## config.mk

```make
export PLATFORM = sky130hd
export DESIGN_NAME = conv_result_collector
export DESIGN_NICKNAME = d
export VERILOG_FILES = /design/src/rtl/conv_pkg.sv /design/src/rtl/sync_fifo.sv /design/src/rtl/conv_result_collector.sv
export SDC_FILE = /design/constraint.sdc
export NUM_CORES = 1
export LEC_CHECK = 0
export CAP_MARGIN = 20
export CORE_MARGIN = 2
export CORE_UTILIZATION = 30
export CTS_BUF_LIST = sky130_fd_sc_hd__clkbuf_2 sky130_fd_sc_hd__clkbuf_4 sky130_fd_sc_hd__clkbuf_8
export CTS_CLUSTER_DIAMETER = 60
export CTS_CLUSTER_SIZE = 10
export DETAILED_ROUTE_END_ITERATION = 6
export GPL_ROUTABILITY_DRIVEN = 0
export PLACE_DENSITY = 0.51
export SLEW_MARGIN = 25
export SYNTH_ARGS = -nofsm -noshare
export SYNTH_HDL_FRONTEND = slang
export SYNTH_SLANG_ARGS = --single-unit
```

## constraint.sdc

```tcl
create_clock -name clk -period 2.8 [get_ports clk]
set_input_delay 0.84 -clock clk [delete_from_list [all_inputs] [get_ports clk]]
set_output_delay 0.84 -clock clk [all_outputs]
set_load 0.02 [all_outputs]
```

## src/rtl/conv_pkg.sv

```systemverilog
// Shared pixel type and helpers for the convolution result datapath.
package conv_pkg;

  localparam int PIX_W = 8;

  typedef logic signed [PIX_W-1:0] pixel_t;

  // Clamp negative convolution results to zero.
  function automatic pixel_t relu(input pixel_t pix);
    return pix[PIX_W-1] ? pixel_t'(0) : pix;
  endfunction

endpackage

```

## src/rtl/sync_fifo.sv

```systemverilog
// Synchronous FIFO with wrap-bit pointers; the caller never pushes when full
// unless it also pops in the same cycle, and never pops when empty.
module sync_fifo #(
  parameter int WIDTH = 18,
  parameter int DEPTH = 4
) (
  input  logic                     clk,
  input  logic                     reset,
  input  logic                     push,
  input  logic                     pop,
  input  logic [WIDTH-1:0]         wdata,
  output logic [WIDTH-1:0]         rdata,
  output logic                     full,
  output logic                     empty,
  output logic [$clog2(DEPTH):0]   level
);

  localparam int IW = $clog2(DEPTH);

  logic [IW:0]      r_wr_ptr;
  logic [IW:0]      r_rd_ptr;
  logic [WIDTH-1:0] r_mem [DEPTH];

  logic [IW-1:0]    w_wr_idx;
  logic [IW-1:0]    w_rd_idx;

  assign w_wr_idx = r_wr_ptr[IW-1:0];
  assign w_rd_idx = r_rd_ptr[IW-1:0];

  always_ff @(posedge clk) begin
    if (reset) begin
      r_wr_ptr <= '0;
      r_rd_ptr <= '0;
    end else begin
      if (push) r_wr_ptr <= r_wr_ptr + (IW+1)'(1);
      if (pop)  r_rd_ptr <= r_rd_ptr + (IW+1)'(1);
    end
  end

  // Storage needs no reset; the head is only meaningful while not empty.
  always_ff @(posedge clk) begin
    if (push) r_mem[w_wr_idx] <= wdata;
  end

  assign rdata = r_mem[w_rd_idx];
  assign empty = (r_wr_ptr == r_rd_ptr);
  assign full  = (w_wr_idx == w_rd_idx) && (r_wr_ptr[IW] != r_rd_ptr[IW]);
  assign level = r_wr_ptr - r_rd_ptr;

endmodule

```

## src/rtl/conv_result_collector.sv

```systemverilog
// Collects convolution results, tags them with a linear pixel address and buffers them.
// Optional ReLU on stored pixels is enabled by defining CONV_RELU_EN.
module conv_result_collector
  import conv_pkg::*;
#(
  parameter int IMG_W      = 26,
  parameter int IMG_H      = 26,
  parameter int ADDR_W     = 10,
  parameter int FIFO_DEPTH = 4
) (
  input  logic                          clk,
  input  logic                          reset,
  input  logic                          enable,
  input  logic signed [PIX_W-1:0]       in_data,
  input  logic                          in_valid,
  output logic [PIX_W-1:0]              out_data,
  output logic [ADDR_W-1:0]             out_addr,
  output logic                          out_valid,
  input  logic                          out_ready,
  output logic                          frame_done,
  output logic                          overflow,
  output logic [$clog2(FIFO_DEPTH):0]   level
);

  localparam int ENT_W = PIX_W + ADDR_W;
  localparam logic [ADDR_W-1:0] LAST_ADDR = ADDR_W'(IMG_W * IMG_H - 1);

  logic [ADDR_W-1:0] r_addr;
  logic              r_overflow;
  logic              r_frame_done;

  logic              w_push_req;
  logic              w_push;
  logic              w_pop;
  logic              w_full;
  logic              w_empty;
  pixel_t            w_pix;
  logic [ENT_W-1:0]  w_head;
  logic [ADDR_W-1:0] w_head_addr;

`ifdef CONV_RELU_EN
  assign w_pix = relu(in_data);
`else
  assign w_pix = in_data;
`endif

  // A pop frees a slot in the same cycle, so a full FIFO still accepts then.
  assign w_push_req  = enable && in_valid;
  assign w_pop       = !w_empty && out_ready;
  assign w_push      = w_push_req && (!w_full || w_pop);
  assign w_head_addr = w_head[ADDR_W-1:0];

  sync_fifo #(
    .WIDTH (ENT_W),
    .DEPTH (FIFO_DEPTH)
  ) u_fifo (
    .clk   (clk),
    .reset (reset),
    .push  (w_push),
    .pop   (w_pop),
    .wdata ({w_pix, r_addr}),
    .rdata (w_head),
    .full  (w_full),
    .empty (w_empty),
    .level (level)
  );

  always_ff @(posedge clk) begin
    if (reset) begin
      r_addr       <= '0;
      r_overflow   <= 1'b0;
      r_frame_done <= 1'b0;
    end else begin
      if (w_push) r_addr <= (r_addr == LAST_ADDR) ? '0 : r_addr + ADDR_W'(1);
      if (w_push_req && !w_push) r_overflow <= 1'b1;
      r_frame_done <= w_pop && (w_head_addr == LAST_ADDR);
    end
  end

  assign out_valid  = !w_empty;
  assign out_data   = w_empty ? '0 : w_head[ENT_W-1 -: PIX_W];
  assign out_addr   = w_empty ? '0 : w_head_addr;
  assign frame_done = r_frame_done;
  assign overflow   = r_overflow;

endmodule

```

Word-level counts from Yosys, hierarchy flattened
Memories as Yosys holds them, arrays and structs flattened. A register that Yosys moved wholly into a read port is not among the register bits. Index checks and enable logic that the tools add are counted. W data, S select, Z words.

$add $sub $neg: 4. Multiplexer cells: 7. Equality and inequality tests: 5. Reduce and logical (&&, ||, !) cells: 10.

Operators with widths (number): $eq A10 B10 Y1 const B (2); $mux W10 (2); $add A10 B1 Y10 const B (1); $mux W8 (1); $add A3 B1 Y3 const B (2); $logic_and A1 B1 Y1 (6); $mux W2 (2); $eq A3 B3 Y1 (1); $logic_not A1 Y1 (3); $sub A3 B3 Y3 (1); $eq A2 B2 Y1 (1); $mux W1 (2); $logic_or A1 B1 Y1 (1); $ne A1 B1 Y1 (1).

Memory bits (writable): 72. Output and inout bits: 24. Input port bits: 13. Logic and storage cells: 32. Memories kept: 1. Register bits after elaboration: 18.

Memories: u_fifo.r_mem (depth 4, width 18, read ports 1, clocked after Yosys merged registers in 1, write ports 1, RTL line sync_fifo.sv:22) `logic [WIDTH-1:0] r_mem [DEPTH];`.

Logic depth before layout (Yosys ltp)
Gate-level depths: netlist of run 1.

Depth after elaboration: 7. Depth in mapped cells: 8. Depth with buffers taken out: 6.

Modules after synthesis
A second synthesis of run 1 with hierarchy kept.

Cells, all modules: 231. Area total of the unflattened synthesis: 3802.4 um^2.

Modules (own cells, without submodules): sync_fifo (area each 3086.7 um^2, instances 1, cells each 140); conv_result_collector (area each 715.7 um^2, instances 1, cells each 91).

Least setup slack after synthesis of run 1
OpenSTA, ideal clock, no wires.

Kind: input-to-reg. Start point: in out_ready. End point: mem u_fifo.r_mem[3][0], enable pin. Stages on the path: 5. Arrival: 2.219 ns. Setup slack: 0.188 ns. Required time: 2.407 ns. Buffers on the path: 2. Setup time: 0.393 ns. Path through: and3b_1 > buf_6 > a21o_1 > buf_6 > nor2_1.

Cells in the longest elaborated chain, start to end: 5.

Ends and longest elaborated chain: start, declared (RTL line conv_result_collector.sv:19) `input logic out_ready,`; $logic_and A1 B1 Y1 (RTL line conv_result_collector.sv:49) `assign w_pop = !w_empty && out_ready;`; $logic_or A1 B1 Y1 (RTL line conv_result_collector.sv:50) `assign w_push = w_push_req && (!w_full || w_pop);`; $logic_and A1 B1 Y1 (RTL line conv_result_collector.sv:50); $mux W1 (RTL line sync_fifo.sv:42) `if (push) r_mem[w_wr_idx] <= wdata;`; $mux W1 (not written as such) (RTL line sync_fifo.sv:42); end, declared (RTL line sync_fifo.sv:22).

Every way passes these cells.

==> load_flow_metrics.sql, run 1 <==
INSERT INTO impl_metrics (metric_group, metric, value, unit) VALUES
('outcome', 'run_status', 'finished, final reports clean', ''),
('synth', 'async_flop_share', '0', '%'),
('sta', 'setup-violations-final', '0', ''),
('grt', 'grt_first_pass_wirelength', '11490', 'um'),
('critical_path', 'critical_path_class', 'reg -> out', ''),
('synth', 'synth.largest_area_cell', 'sky130_fd_sc_hd__edfxtp_1', ''),
('critical_path', 'max_stage_delay', '470', 'ps'),
('detailed_routing', 'detailroute.via_count', '2069', ''),
('synth', 'synth_area_per_cell', '16.50', 'sq um'),
('placement', 'place_ws', '132.4', 'ps'),
('floorplan', 'die_area', '13630', 'sq um'),
('floorplan', 'die-height', '116.7', 'um'),
('critical_path', 'crit_path_start_kind', 'flip-flop', ''),
('clocking', 'ctsHtreeMaxLevel', '3', ''),
('floorplan', 'core', '12520', 'sq um'),
('sta', 'rsz0062_at_grt', 'false', ''),
('floorplan', 'placementRows', '41', ''),
('critical_path', 'critical_path_buf_inv_count', '3', ''),
('power_and_ir_drop', 'vdd_drop_max', '0.0002242', 'V'),
('grt', 'global_route.usage.total', '11.65', '%'),
('sta', 'clock.fmax', '0.3714', 'GHz'),
('clocking', 'postCtsHoldBufs', '0', ''),
('placement', 'post-dp-hpwl', '4677', 'um'),
('floorplan', 'die_w', '116.7', 'um'),
('critical_path', 'rrSetupSlack', '790', 'ps'),
('clocking', 'cts.reportedPaths.clkPinSlew', '100', 'ps'),
('grt', 'initial_antenna_violation_count', '0', ''),
('critical_path', 'critical_path_peak_fanout', '8', ''),
('layout', 'layout-drive-gt1-share', '24.91', '%'),
('critical_path', 'timing.critical_path.max_delay_family', 'buffers and inverters', ''),
('power_and_ir_drop', 'static-leakage-power', '1.591', 'nW'),
('sta', 'fin_crit_sh', '96.17', '%'),
('sta', 'postLayoutSetupSlackWorst', '107.2', 'ps'),
('placement', 'count_of_buffers_from_port_buffering', '36', ''),
('grt', 'grt_overflow_total', '0', ''),
('layout', 'nets', '310', ''),
('sta', 'relSlewSlack', '64.11', '%'),
('synth', 'netlist.area_leader.share', '56.71', '%'),
('synth', 'synth_sequential_area_ratio', '67.21', '%'),
('synth', 'ys.flop_type', 'sky130_fd_sc_hd__edfxtp_1', ''),
('run', 'max_cap_viol_count', '0', ''),
('clocking', 'ctsRootBufferMaster', 'sky130_fd_sc_hd__clkbuf_8', ''),
('sta', 'worst_clock_skew', '14.84', 'ps'),
('synth', 'synth_most_common_cell', 'sky130_fd_sc_hd__edfxtp_1', ''),
('detailed_routing', 'postRouteAntennaNets', '0', ''),
('detailed_routing', 'drt_drc_violations_left', '0', ''),
('power_and_ir_drop', 'power_per_cell_area', '668.9', 'nW/um^2'),
('critical_path', 'worst-endpoint-arrival', '1850', 'ps'),
('clocking', 'tritoncts', 'yes', ''),
('sta', 'timing.setup.tns', '0', 'ps'),
('grt', 'largest_net_degree_at_the_start_of_global_routing', '20', ''),
('grt', 'vias_in_the_first_global_route', '2112', ''),
('sta', 'fin_worst_hold_slack', '515.0', 'ps'),
('detailed_routing', 'avgRoutedWirePerCell', '15.46', 'um'),
('detailed_routing', 'wl', '7191', 'um'),
('layout', 'diodes', '0', ''),
('sta', 'hold_viol_final', '0', ''),
('detailed_routing', 'first_iter_violations', '106', ''),
('synth', 'synth_cells', '231', ''),
('synth', 'yosys.cell_types.count', '39', ''),
('clocking', 'cts_buffer_depth', '2', ''),
('synth', 'synth-edff-count', '72', ''),
('synth', 'synth_top_cells_by_area', 'sky130_fd_sc_hd__edfxtp_1, sky130_fd_sc_hd__mux4_2, sky130_fd_sc_hd__dfxtp_1', ''),
('synth', 'synth_register_bits', '92', ''),
('clocking', 'total_clock_buffers_created_by_cts', '9', ''),
('critical_path', 'path_cells', 'buf_12 -> buf_4 -> mux4_2 -> nor2b_1 -> clkdlybuf4s15_1', ''),
('floorplan', 'ios', '37', ''),
('sta', 'worst-slew-pin-transition', '537.3', 'ps'),
('synth', 'synth.cells.most_frequent', 'sky130_fd_sc_hd__edfxtp_1, sky130_fd_sc_hd__dfxtp_1, sky130_fd_sc_hd__mux4_2, sky130_fd_sc_hd__nor2b_1, sky130_fd_sc_hd__nor2_1', ''),
('detailed_routing', 'drt_first_pass_iters', '4', ''),
('critical_path', 'critPathRequiredTime', '1960', 'ps');
-- flip-flops by register name, indices dropped and copies added, names as in the netlist, named ones only --
register	cells
u_fifo.r_mem	72
r_addr	10
u_fifo.r_rd_ptr	3
u_fifo.r_wr_ptr	3
frame_done	1
overflow	1
-- per-layer routing --
layer | share of wire, % | GRT usage [%] | up-vias | wire (um)
met5 | 0 | 0 | - | 0
met3 | 4.0 | 3.062 | 9 | 289
met4 | 1.7 | 4.941 | 0 | 122
li1 | - | - | 994 | -
met2 | 49 | 19.00 | 38 | 3539
met1 | 45 | 14.71 | 1028 | 3240
-- worst paths after layout --
check                     start                  to  cells after the start
min reg2reg  u_fifo.r_wr_ptr[2]  u_fifo.r_wr_ptr[2]                      2
max                   flip-flop         out_data[7]                      5
min          u_fifo.r_wr_ptr[2]  u_fifo.r_wr_ptr[2]                      2
max reg2reg  u_fifo.r_rd_ptr[1]           r_addr[8]                      6
-- kinds of logic after synthesis --
logic type                 Yosys count  share of synthesized area, %
AOI/OAI and AO/OA                   20                         3.938
xor gates and xnor gates            10                         2.297
adders and majority gates            9                         3.151
buffers and inverters               18                         2.691
DFF                                 92                         67.21
muxes                               21                         11.42
and+or+nand+nor                     61                         9.288
-- power breakdown --
part / internal, mW / leakage [nW] / total (mW) / switching [mW]
logic: 0.281 / 0.664 / 0.591 / 0.310
registers: 1.50 / 0.811 / 1.51 / 0.0158
clock network: 0.597 / 0.116 / 1.07 / 0.472
total: 2.38 / 1.59 / 3.17 / 0.797
-- what timing repair did --
| item | 4_1_cts | 5_1_grt |
|---|---|---|
| endpoints found under the setup margin | 21 | 19 |
| pin swaps | 0 | 0 |
| gates resized for setup | 43 | 22 |
| setup buffers | 3 | 0 |
-- cells in the final DEF, fill, tap and decap left out, types with 2 or more instances in the layout --
| cell type | count |
|---|---|
| sky130_fd_sc_hd__nor4_1 | 2 |
| sky130_fd_sc_hd__a211oi_1 | 3 |
| sky130_fd_sc_hd__buf_12 | 8 |
| sky130_fd_sc_hd__ha_1 | 8 |
| sky130_fd_sc_hd__dfxtp_1 | 19 |
| sky130_fd_sc_hd__o21ai_0 | 2 |
| sky130_fd_sc_hd__nor2_1 | 13 |
| sky130_fd_sc_hd__dlygate4sd2_1 | 3 |
| sky130_fd_sc_hd__and3b_1 | 2 |
| sky130_fd_sc_hd__nand2_1 | 5 |
| sky130_fd_sc_hd__clkdlybuf4s50_1 | 15 |
| sky130_fd_sc_hd__edfxtp_1 | 72 |
| sky130_fd_sc_hd__xnor2_1 | 6 |
| sky130_fd_sc_hd__clkdlybuf4s15_1 | 4 |
| sky130_fd_sc_hd__nor2b_1 | 18 |
| sky130_fd_sc_hd__clkinvlp_4 | 2 |
| sky130_fd_sc_hd__clkbuf_8 | 9 |
| sky130_fd_sc_hd__nand3_1 | 5 |
| sky130_fd_sc_hd__bufinv_16 | 3 |
| sky130_fd_sc_hd__o31ai_1 | 2 |
| sky130_fd_sc_hd__buf_2 | 8 |
| sky130_fd_sc_hd__clkbuf_2 | 6 |
| sky130_fd_sc_hd__a21oi_1 | 7 |
| sky130_fd_sc_hd__and2_1 | 3 |
| sky130_fd_sc_hd__inv_1 | 9 |
| sky130_fd_sc_hd__mux4_2 | 18 |
| sky130_fd_sc_hd__nand4b_1 | 2 |
| sky130_fd_sc_hd__buf_4 | 11 |
| sky130_fd_sc_hd__mux2i_1 | 3 |
| sky130_fd_sc_hd__nor4bb_1 | 2 |
| sky130_fd_sc_hd__xor2_1 | 4 |
-- layout make-up --
type                    count  area (sq um)
clock buffers               9         123.9
inverters                   9         33.78
clock inverters             7         122.6
flip-flops and latches     92          2564
well taps                 172         215.2
multi-input cells         121          1157
fillers                  1199          7771
repair buffers             55         529.3
-- per-stage QoR --
step	utilization (%)	std cells	cell area (sq um)	power (mW)
after CTS	38.43	465	4811	3.250
after global routing	37.91	465	4746	3.330
after global placement	36.17	446	4527	2.173
after floorplan	-	231	3812	1.904
after detailed placement	36.17	446	4527	2.179
final	37.91	465	4746	3.174
-- tightest hold or removal path, stage by stage, from the launching register on --
cell,delay (ps)
sky130_fd_sc_hd__dfxtp_1,340
sky130_fd_sc_hd__o21ai_0,80
sky130_fd_sc_hd__a21oi_1,60
(Power assumes the default switching activity.)
==> run 2, diff against run 1 <==
--- a/config.mk
+++ b/config.mk
@@ -8,13 +8,13 @@
 export CAP_MARGIN = 20
 export CORE_MARGIN = 2
 export CORE_UTILIZATION = 30
-export CTS_BUF_LIST = sky130_fd_sc_hd__clkbuf_2 sky130_fd_sc_hd__clkbuf_4 sky130_fd_sc_hd__clkbuf_8
+export CTS_BUF_LIST = sky130_fd_sc_hd__clkbuf_4 sky130_fd_sc_hd__clkbuf_8
 export CTS_CLUSTER_DIAMETER = 60
 export CTS_CLUSTER_SIZE = 10
 export DETAILED_ROUTE_END_ITERATION = 6
 export GPL_ROUTABILITY_DRIVEN = 0
 export PLACE_DENSITY = 0.51
-export SLEW_MARGIN = 25
+export SLEW_MARGIN = 20
 export SYNTH_ARGS = -nofsm -noshare
 export SYNTH_HDL_FRONTEND = slang
 export SYNTH_SLANG_ARGS = --single-unit
==> results of run 2 <==
Same layout as run 1: the final DEF is identical, and so are final timing and power.
==> run 3, diff against run 2 <==
--- a/config.mk
+++ b/config.mk
@@ -6,7 +6,6 @@
 export NUM_CORES = 1
 export LEC_CHECK = 0
 export CAP_MARGIN = 20
-export CORE_MARGIN = 2
 export CORE_UTILIZATION = 30
 export CTS_BUF_LIST = sky130_fd_sc_hd__clkbuf_4 sky130_fd_sc_hd__clkbuf_8
 export CTS_CLUSTER_DIAMETER = 60
==> run 3 against run 2 <==
Sequential power hardly changed. First-iteration DRC count is 10% lower. Utilization is 1.4 points higher. Final cell count is 1.1% higher. Global-route usage is 1.0 points higher. Design area is 1.3% higher.
==> load_flow_metrics.sql, run 3 (synthesis results as in run 1) <==
INSERT INTO impl_metrics (metric_group, metric, value, unit) VALUES
('layout', 'layout.cells.most_common', 'sky130_fd_sc_hd__edfxtp_1', ''),
('floorplan', 'ios', '37', ''),
('sta', 'setup-violations-final', '0', ''),
('placement', 'post-dp-hpwl', '4823', 'um'),
('critical_path', 'worst-endpoint-arrival', '1870', 'ps'),
('sta', 'fin_crit_sh', '96.87', '%'),
('placement', 'placedCellCount', '444', ''),
('critical_path', 'critical_path.endpoint_type', 'output port', ''),
('layout', 'final_cell_count_no_fill', '470', ''),
('power_and_ir_drop', 'vdd_drop_max', '0.0002119', 'V'),
('clocking', 'cts_buffer_depth', '2', ''),
('sta', 'rsz0062_at_grt', 'false', ''),
('sta', 'relSlewSlack', '62.70', '%'),
('placement', 'count_of_buffers_from_port_buffering', '36', ''),
('detailed_routing', 'avgRoutedWirePerCell', '16.05', 'um'),
('outcome', 'run_status', 'finished, final reports clean', ''),
('hold_path', 'hold-path-cell-count', '2', ''),
('hold_path', 'min_to', 'overflow', ''),
('power_and_ir_drop', 'totalPowerFinal', '3.086', 'mW'),
('grt', 'global_route.usage.total', '12.66', '%'),
('detailed_routing', 'wl', '7542', 'um'),
('critical_path', 'reg2reg_depth', '7', ''),
('power_and_ir_drop', 'netSwitchingFraction', '26.14', '%'),
('detailed_routing', 'first_iter_violations', '95', ''),
('run', 'max_cap_viol_count', '0', ''),
('sta', 'worst_clock_skew', '7.949', 'ps'),
('floorplan', 'die-height', '114.7', 'um'),
('sta', 'hold_viol_final', '0', ''),
('clocking', 'clkLatencyLatePin', '360', 'ps'),
('floorplan', 'placementRows', '40', ''),
('floorplan', 'start_util', '31.22', '%'),
('clocking', 'total_clock_buffers_created_by_cts', '9', ''),
('sta', 'slew_violations', '0', ''),
('critical_path', 'r2r_end', 'r_addr[9]', ''),
('hold_path', 'hold_path.startpoint', 'overflow', ''),
('detailed_routing', 'detail_route.vias_per_cell', '4.496', ''),
('power_and_ir_drop', 'netSwitchingPower', '0.8066', 'mW'),
('layout', 'diodes', '0', ''),
('floorplan', 'die_area', '13160', 'sq um'),
('critical_path', 'critPathRequiredTime', '1960', 'ps'),
('layout', 'reg.largest.list', 'u_fifo.r_mem: 72 flops, r_addr: 10 flops', ''),
('sta', 'clock.fmax', '0.3687', 'GHz'),
('sta', 'fin_worst_hold_slack', '495.5', 'ps'),
('power_and_ir_drop', 'combinationalPowerShare', '21.2', '%'),
('floorplan', 'core', '12210', 'sq um'),
('clocking', 'cts.reportedPaths.clkPinSlew', '90', 'ps'),
('clocking', 'ctsRootBufferMaster', 'sky130_fd_sc_hd__clkbuf_8', ''),
('grt', 'vias_in_the_first_global_route', '2210', ''),
('detailed_routing', 'postRouteAntennaNets', '0', ''),
('detailed_routing', 'detailroute.via_count', '2113', ''),
('floorplan', 'die_w', '114.7', 'um'),
('clocking', 'tritoncts', 'yes', ''),
('grt', 'grt_overflow_total', '0', ''),
('layout', 'nets', '319', ''),
('sta', 'final.min_clock_period', '2712', 'ps'),
('grt', 'initial_antenna_violation_count', '0', ''),
('grt', 'grt_first_pass_wirelength', '12040', 'um'),
('layout', 'most-common-layout-cells', 'sky130_fd_sc_hd__edfxtp_1, sky130_fd_sc_hd__dfxtp_1, sky130_fd_sc_hd__mux4_2, sky130_fd_sc_hd__buf_4, sky130_fd_sc_hd__nor2b_1', ''),
('critical_path', 'rrSetupSlack', '670', 'ps'),
('detailed_routing', 'drt_drc_violations_left', '0', ''),
('power_and_ir_drop', 'static-leakage-power', '1.652', 'nW'),
('critical_path', 'critical_path_class', 'reg -> out', ''),
('grt', 'largest_net_degree_at_the_start_of_global_routing', '20', ''),
('power_and_ir_drop', 'power_per_cell_area', '642.0', 'nW/um^2'),
('power_and_ir_drop', 'cell_internal_pwr', '2.279', 'mW'),
('sta', 'worst-slew-pin-transition', '552.0', 'ps'),
('detailed_routing', 'drt_first_pass_iters', '4', ''),
('layout', 'layout-drive-gt1-share', '25.83', '%'),
('critical_path', 'crit_path_start_kind', 'flip-flop', ''),
('layout', 'largest_register_ff_count', '72', ''),
('critical_path', 'crit-reg2reg-launch', 'u_fifo.r_wr_ptr[0]', ''),
('power_and_ir_drop', 'pwr-share-clk', '29.6', '%'),
('layout', 'area_growth', '26.06', '%'),
('clocking', 'clock-sinks', '92', ''),
('power_and_ir_drop', 'seqPwrFrac', '49.2', '%'),
('critical_path', 'critical_path_peak_fanout', '6', ''),
('clocking', 'ctsHtreeMaxLevel', '3', ''),
('layout', 'regMostFlops', 'u_fifo.r_mem', ''),
('hold_path', 'hold_class', 'reg -> reg', '');
-- run 3: metal layers --
| metal | global-route usage [%] | share of wire (%) | vias up |
|---|---|---|---|
| met5 | 0 | 0 | - |
| met4 | 3.723 | 0.58 | 0 |
| met3 | 4.006 | 3.2 | 5 |
| met2 | 20.40 | 49 | 44 |
| met1 | 16.45 | 48 | 1052 |
| li1 | - | - | 1012 |
-- run 3: worst max-delay path by stage --
stage                              end  slack, ps  cells past startpoint
global route               out_data[1]        0.6                      7
global placement             r_addr[7]         80                      5
finish                     out_data[3]         90                      5
CTS                        out_addr[2]        -30                      5
detailed placement           r_addr[7]        100                      5
floorplan           u_fifo.r_mem[3][0]        190                      5
-- run 3: area by class of cell --
type / count / area [sq um]
clock buffers: 11 / 145.1
clock inverters: 5 / 58.81
fillers: 1178 / 7406
inverters: 9 / 33.78
multi-input cells: 121 / 1157
flip-flops and latches: 92 / 2566
well taps: 168 / 210.2
repair buffers: 64 / 634.4
-- run 3: critical path, stage by stage (launching register included) --
cell                              delay (ps)
sky130_fd_sc_hd__dfxtp_4                 400
sky130_fd_sc_hd__buf_16                  120
sky130_fd_sc_hd__buf_4                   110
sky130_fd_sc_hd__mux4_2                  470
sky130_fd_sc_hd__nor2b_1                 140
sky130_fd_sc_hd__clkdlybuf4s15_1         270
-- run 3: repair_timing --
action	4_1_cts	5_1_grt
buffers inserted	7	2
hold buffers	0	0
endpoints found under the hold margin	0	0
gates resized for setup	48	14
setup endpoints to repair	21	17
gates cloned	1	0
-- run 3: metrics by stage --
stage                     util [%]  TNS [ps]  cell area (sq um)  setup WS (ps)
after global placement       37.15         0               4537          77.09
after CTS                    39.47    -31.25               4820         -31.25
after global routing         39.35         0               4806         0.5840
after floorplan                  -         0               3812          187.9
after detailed placement     37.15         0               4537          104.9
final                        39.35         0               4806          87.77
-- run 3: power groups by stage --
stage / logic (mW) / clock network (mW) / registers, mW
5_1_grt: 0.704 / 0.998 / 1.52
4_1_cts: 0.658 / 0.945 / 1.52
2_1_floorplan: 0.363 / 0 / 1.54
3_3_place_gp: 0.641 / 0 / 1.54
3_5_place_dp: 0.642 / 0 / 1.55
6_report: 0.653 / 0.914 / 1.52
